**src/rtl/universal_shift_serdes.sv**
```systemverilog
// N-bit universal shift register with a start-triggered LSB-first serializer/deserializer.
// Shifts clamp the amount to N, rotates reduce it modulo N, and en=0 freezes every register.
module universal_shift_serdes #(
  parameter int N  = 8,
  parameter int CW = 4
) (
  input  logic          clk,
  input  logic          rst,
  input  logic          en,
  input  logic [2:0]    mode,
  input  logic [CW-1:0] amt,
  input  logic          sin_l,
  input  logic          sin_r,
  input  logic [N-1:0]  d,
  input  logic          start,
  output logic [N-1:0]  q,
  output logic          sout,
  output logic          busy,
  output logic          done
);

  typedef enum logic [1:0] {S_IDLE, S_SHIFT, S_DONE} state_t;

  state_t        st, st_nx;
  logic [N-1:0]  q_nx;
  logic          sout_nx, busy_nx, done_nx;
  logic [CW-1:0] cnt, cnt_nx;
  logic [CW-1:0] sa, ra;
  logic [N-1:0]  lsr_q, lsl_q, asr_q, ror_q, rol_q;
  logic          sr_bit, sl_bit;

  assign sa = (amt > CW'(N)) ? CW'(N) : amt;
  assign ra = amt % CW'(N);

  // Double-width shifts let a=N fall out naturally as an all-fill word.
  assign lsr_q  = N'({{N{sin_l}}, q} >> sa);
  assign asr_q  = N'({{N{q[N-1]}}, q} >> sa);
  assign lsl_q  = N'(({q, {N{sin_r}}} << sa) >> N);
  assign ror_q  = N'({q, q} >> ra);
  assign rol_q  = N'(({q, q} << ra) >> N);
  assign sr_bit = 1'({q, 1'b0} >> sa);
  assign sl_bit = 1'(({1'b0, q} << sa) >> N);

  always_comb begin
    st_nx   = st;
    q_nx    = q;
    sout_nx = sout;
    cnt_nx  = cnt;
    busy_nx = busy;
    done_nx = 1'b0;
    case (st)
      S_IDLE: begin
        case (mode)
          3'b001: q_nx = d;
          3'b010: if (sa != '0) begin q_nx = lsr_q; sout_nx = sr_bit; end
          3'b011: if (sa != '0) begin q_nx = lsl_q; sout_nx = sl_bit; end
          3'b100: q_nx = ror_q;
          3'b101: q_nx = rol_q;
          3'b110: if (sa != '0) begin q_nx = asr_q; sout_nx = sr_bit; end
          3'b111: if (start) begin
            q_nx    = d;
            sout_nx = d[0];
            cnt_nx  = '0;
            busy_nx = 1'b1;
            st_nx   = S_SHIFT;
          end
          default: ;
        endcase
      end
      S_SHIFT: begin
        q_nx    = {sin_l, q[N-1:1]};
        sout_nx = q[1];
        cnt_nx  = cnt + CW'(1);
        if (cnt == CW'(N-1)) begin
          busy_nx = 1'b0;
          done_nx = 1'b1;
          st_nx   = S_DONE;
        end
      end
      S_DONE:  st_nx = S_IDLE;
      default: st_nx = S_IDLE;
    endcase
  end

  always_ff @(posedge clk or negedge rst) begin
    if (!rst) begin
      st   <= S_IDLE;
      q    <= '0;
      sout <= 1'b0;
      cnt  <= '0;
      busy <= 1'b0;
      done <= 1'b0;
    end else if (en) begin
      st   <= st_nx;
      q    <= q_nx;
      sout <= sout_nx;
      cnt  <= cnt_nx;
      busy <= busy_nx;
      done <= done_nx;
    end
  end

endmodule
```
**config.mk**
```make
export PLATFORM = sky130hd
export DESIGN_NAME = universal_shift_serdes
export DESIGN_NICKNAME = d
export VERILOG_FILES = /design/src/rtl/universal_shift_serdes.sv
export SDC_FILE = /design/constraint.sdc
export NUM_CORES = 1
export LEC_CHECK = 0
export ABC_AREA = 1
export ABC_CLOCK_PERIOD_IN_PS = 3770
export CAP_MARGIN = 20
export CORE_ASPECT_RATIO = 2
export CORE_MARGIN = 5
export CORE_UTILIZATION = 46
export CTS_CLUSTER_DIAMETER = 80
export DETAILED_ROUTE_END_ITERATION = 16
export DONT_BUFFER_PORTS = 1
export PLACE_DENSITY = 0.57
export SETUP_SLACK_MARGIN = 0.4
export SLEW_MARGIN = 25
export SYNTH_ARGS = -nofsm -noshare
export SYNTH_HDL_FRONTEND = slang
export SYNTH_SLANG_ARGS = --single-unit
```
**constraint.sdc**
```tcl
create_clock -name clk -period 3.77 [get_ports clk]
set_clock_uncertainty 0.15 [all_clocks]
set_input_delay 0.9425 -clock clk [delete_from_list [all_inputs] [get_ports clk]]
set_output_delay 0.9425 -clock clk [all_outputs]
set_load 0.1 [all_outputs]
```
==> results.sh <==
export IMPL_multi_input_area_sq_um=1790
export IMPL_die_h_um=114
export IMPL_comb_power_share_pct=71.5
export IMPL_cts_max_level=1
export IMPL_setup_viol=0
export IMPL_critical_path_buf_inv_count=2
export IMPL_drv_slew=0
export IMPL_register_area_sq_um=425
export IMPL_syn_inst=457
export IMPL_drt_pass1_iter_count=5
export IMPL_holdWs_ns=0.228
export IMPL_path_clk_slew_ns=0.07
export IMPL_r2r_slack_ns=1.70
export IMPL_final_common_cell="nand2_1"
export IMPL_synth_xor_area_share_pct=0.352
export IMPL_final_cell_mix="nand2_1 (190), nand3_1 (90), inv_1 (30)"
export IMPL_synthAdderAreaFrac_pct=0.503
export IMPL_drv_cap=0
export IMPL_worstSetupEndpointType="flip-flop"
export IMPL_power_share_sequential_pct=21.0
export IMPL_crit_path_start_kind="input port"
export IMPL_rows=38
export IMPL_final_area_sq_um=2540
export IMPL_crit_path_cell_trace="inv_1 -> nand2_1 -> nand2_2 -> nand2_4 -> inv_2 -> nand2_1 -> nand2_1 -> nand2_1 -> nand2_1 -> nand2_1 -> nor2_1 -> nand3_1 -> nand2_1 -> nand2_1"
export IMPL_start_util_pct=46.7
export IMPL_power_switching_mw=1.15
export IMPL_synth_simple_area_share_pct=58.1
export IMPL_postCtsSetupBuffers=0
export IMPL_tritoncts="done"
export IMPL_synth_seq_area_share_pct=17.1
export IMPL_synth_nets=479
export IMPL_grt_overflow_total=0
export IMPL_ys_flop_type="dfrtp_1"
export IMPL_yosysTopAreaCell="nand2_1"
export IMPL_max_slew_margin_pct=39.6
export IMPL_synth_compound_area_share_pct=13.0
export IMPL_placed_cell_area_sq_um=2490
export IMPL_stdcell_count=511
export IMPL_tightest_slew_ns=0.905
export IMPL_crit_path_frequent_cell="nand2_1"
export IMPL_grt_pass1_wl_um=13800
export IMPL_clockBufferDepth=2
export IMPL_drive_gt1_share_pct=7.98
export IMPL_synth_edff_count=0
export IMPL_io_pins=32
export IMPL_syn_avg_cell_area_sq_um=5.45
export IMPL_cts_made_buffers=3
export IMPL_synth_area_leaders="nand2_1 (29%), nand3_1 (18%), dfrtp_1 (17%), a21oi_1 (4.8%), inv_1 (4.5%)"
export IMPL_cts_resized_gates=0
export IMPL_cts_sinks=17
export IMPL_dp_hpwl_um=6410
export IMPL_port_buffers=0
export IMPL_cp_arrival_ns=2.59
export IMPL_cts_root_buf="clkbuf_8"
export IMPL_cp_slowest_stage_delay_ns=0.33
export IMPL_grt_pass1_vias=2790
export IMPL_p_sw_share_pct=64.3
export IMPL_area_growth_synth_to_final_pct=1.96
export IMPL_hold_viol=0
export IMPL_antenna_found_initial=0
export IMPL_reg2reg_depth=12
export IMPL_ys_types=35
export IMPL_critPathMaxFanout=18
export IMPL_fin_crit_sh_pct=68.8
export IMPL_synth_seq_cells=17
export IMPL_grt_setup_unrepaired="false"
export IMPL_path_class="input port to flip-flop"
export IMPL_die_w_um=62.0
export IMPL_synth_top_family_by_area="simple AND/OR/NAND/NOR gates"
export IMPL_dp_cells=507
export IMPL_max_freq_mhz=386
export IMPL_gp_congestion=1.01
export IMPL_run_status="complete, no violations"
export IMPL_grt_usage_pct=25.3
export IMPL_wirelength_um=8500
export IMPL_fin_crit_ns=2.59
export IMPL_num_vias=3020
export IMPL_rr_startpoint="q[3]"
export IMPL_die_area_sq_um=7070
export IMPL_internal_power_mw=0.642
export IMPL_fillers=609
export IMPL_grt_max_degree=26
export IMPL_crit_required_ns=3.77
export IMPL_worstHoldPathType="input port to asynchronous set/reset pin"
export IMPL_cts_hold_buf=0
export IMPL_drt_iter0_drc=269
export IMPL_wire_per_inst_um=16.6
export IMPL_r2r_end="q[5]"
export IMPL_synth_top_area_share_pct=28.7
export IMPL_yosys_warnings=0
export IMPL_diodes=0
export IMPL_via_per_inst=5.91
export IMPL_cellPowerDensity_nw_per_um2=708
export IMPL_path_delay_family="simple AND/OR/NAND/NOR gates"
export IMPL_path_depth=14
export IMPL_critical_path_slowest_cell="inv_1"
export IMPL_drc_errors=0
export IMPL_fin_nets=474
export IMPL_clkPwrFrac_pct=7.5
export IMPL_core_sq_um=5330
export IMPL_synthesis_area_sq_um=2490
export IMPL_insertion_delay_ns=0.25
export IMPL_tns_ns=0
export IMPL_antenna_left=0
export IMPL_async_flop_share_pct=100
export IMPL_leakage_nw=1.33
export IMPL_synthMuxAreaShare_pct=0
export IMPL_max_vdd_ir_drop_v=0.000777
-- worst max path at each step --
stage / slack [ns] / startpoint / endpoint
2_1_floorplan: 1.48 / amt[0] / q[6]
4_1_cts: 1.19 / amt[0] / q[6]
5_1_grt: 1.03 / amt[0] / q[6]
3_3_place_gp: 0.89 / amt[0] / q[6]
3_5_place_dp: 0.92 / amt[0] / q[6]
6_report: 1.18 / amt[0] / q[6]
-- flip-flops by register name (all words and copies together), names as in the netlist --
name / count
sout: 1
q: 8
done: 1
st: 2
cnt: 4
busy: 1
-- cells in the mapped netlist, types with 3 or more instances --
cell type  count
clkbuf_1       3
buf_6          7
o21ai_1        4
nand2_1      190
o21ai_0       17
buf_2          7
nor2_1        23
inv_2          5
inv_1         30
a21oi_1       24
nand3_1       90
dfrtp_1       17
nand4_1        3
o211ai_1       4
nor3_1         3
or2_2          5
-- metrics by stage --
| stage | setup WS, ns | utilization, % | power, mW |
|---|---|---|---|
| final | 1.18 | 47.7 | 1.80 |
| after CTS | 1.19 | 47.7 | 1.78 |
| after global routing | 1.03 | 47.7 | 1.93 |
| after detailed placement | 0.918 | 46.8 | 1.64 |
| after floorplan | 1.48 | - | 1.37 |
| after global placement | 0.893 | 46.8 | 1.63 |
-- final cells by class --
type	count	share of cell area, %
Timing Repair Buffer	9	2.66
Clock inverter	1	0.197
Tap cell	60	2.96
Inverter	35	5.18
Sequential cell	17	16.8
Clock buffer	3	1.63
Multi-Input combinational cell	386	70.6
-- power groups by stage --
stage	registers (mW)	clock network, mW	logic (mW)
after floorplan	0.725	0	0.643
after global placement	0.378	0	1.26
after detailed placement	0.380	0	1.26
after CTS	0.377	0.137	1.27
after global routing	0.386	0.147	1.40
final	0.378	0.135	1.28
-- kinds of logic (layout without fill, tap and decap cells) --
group / after synthesis / in the layout
and+or+nand+nor: 326 / 326
AOI/OAI and AO/OA: 58 / 58
buffers and inverters: 54 / 48
DFF: 17 / 17
adders and majority gates: 1 / 1
xor gates and xnor gates: 1 / 1
-- per-layer routing --
layer / wire length [um] / track usage (%)
met1: 3290 / 33.5
met2: 3960 / 39.2
met3: 800 / 5.55
met4: 445 / 8.92
met5: 0 / 0
Note: power is estimated with default switching activity, not from simulation.
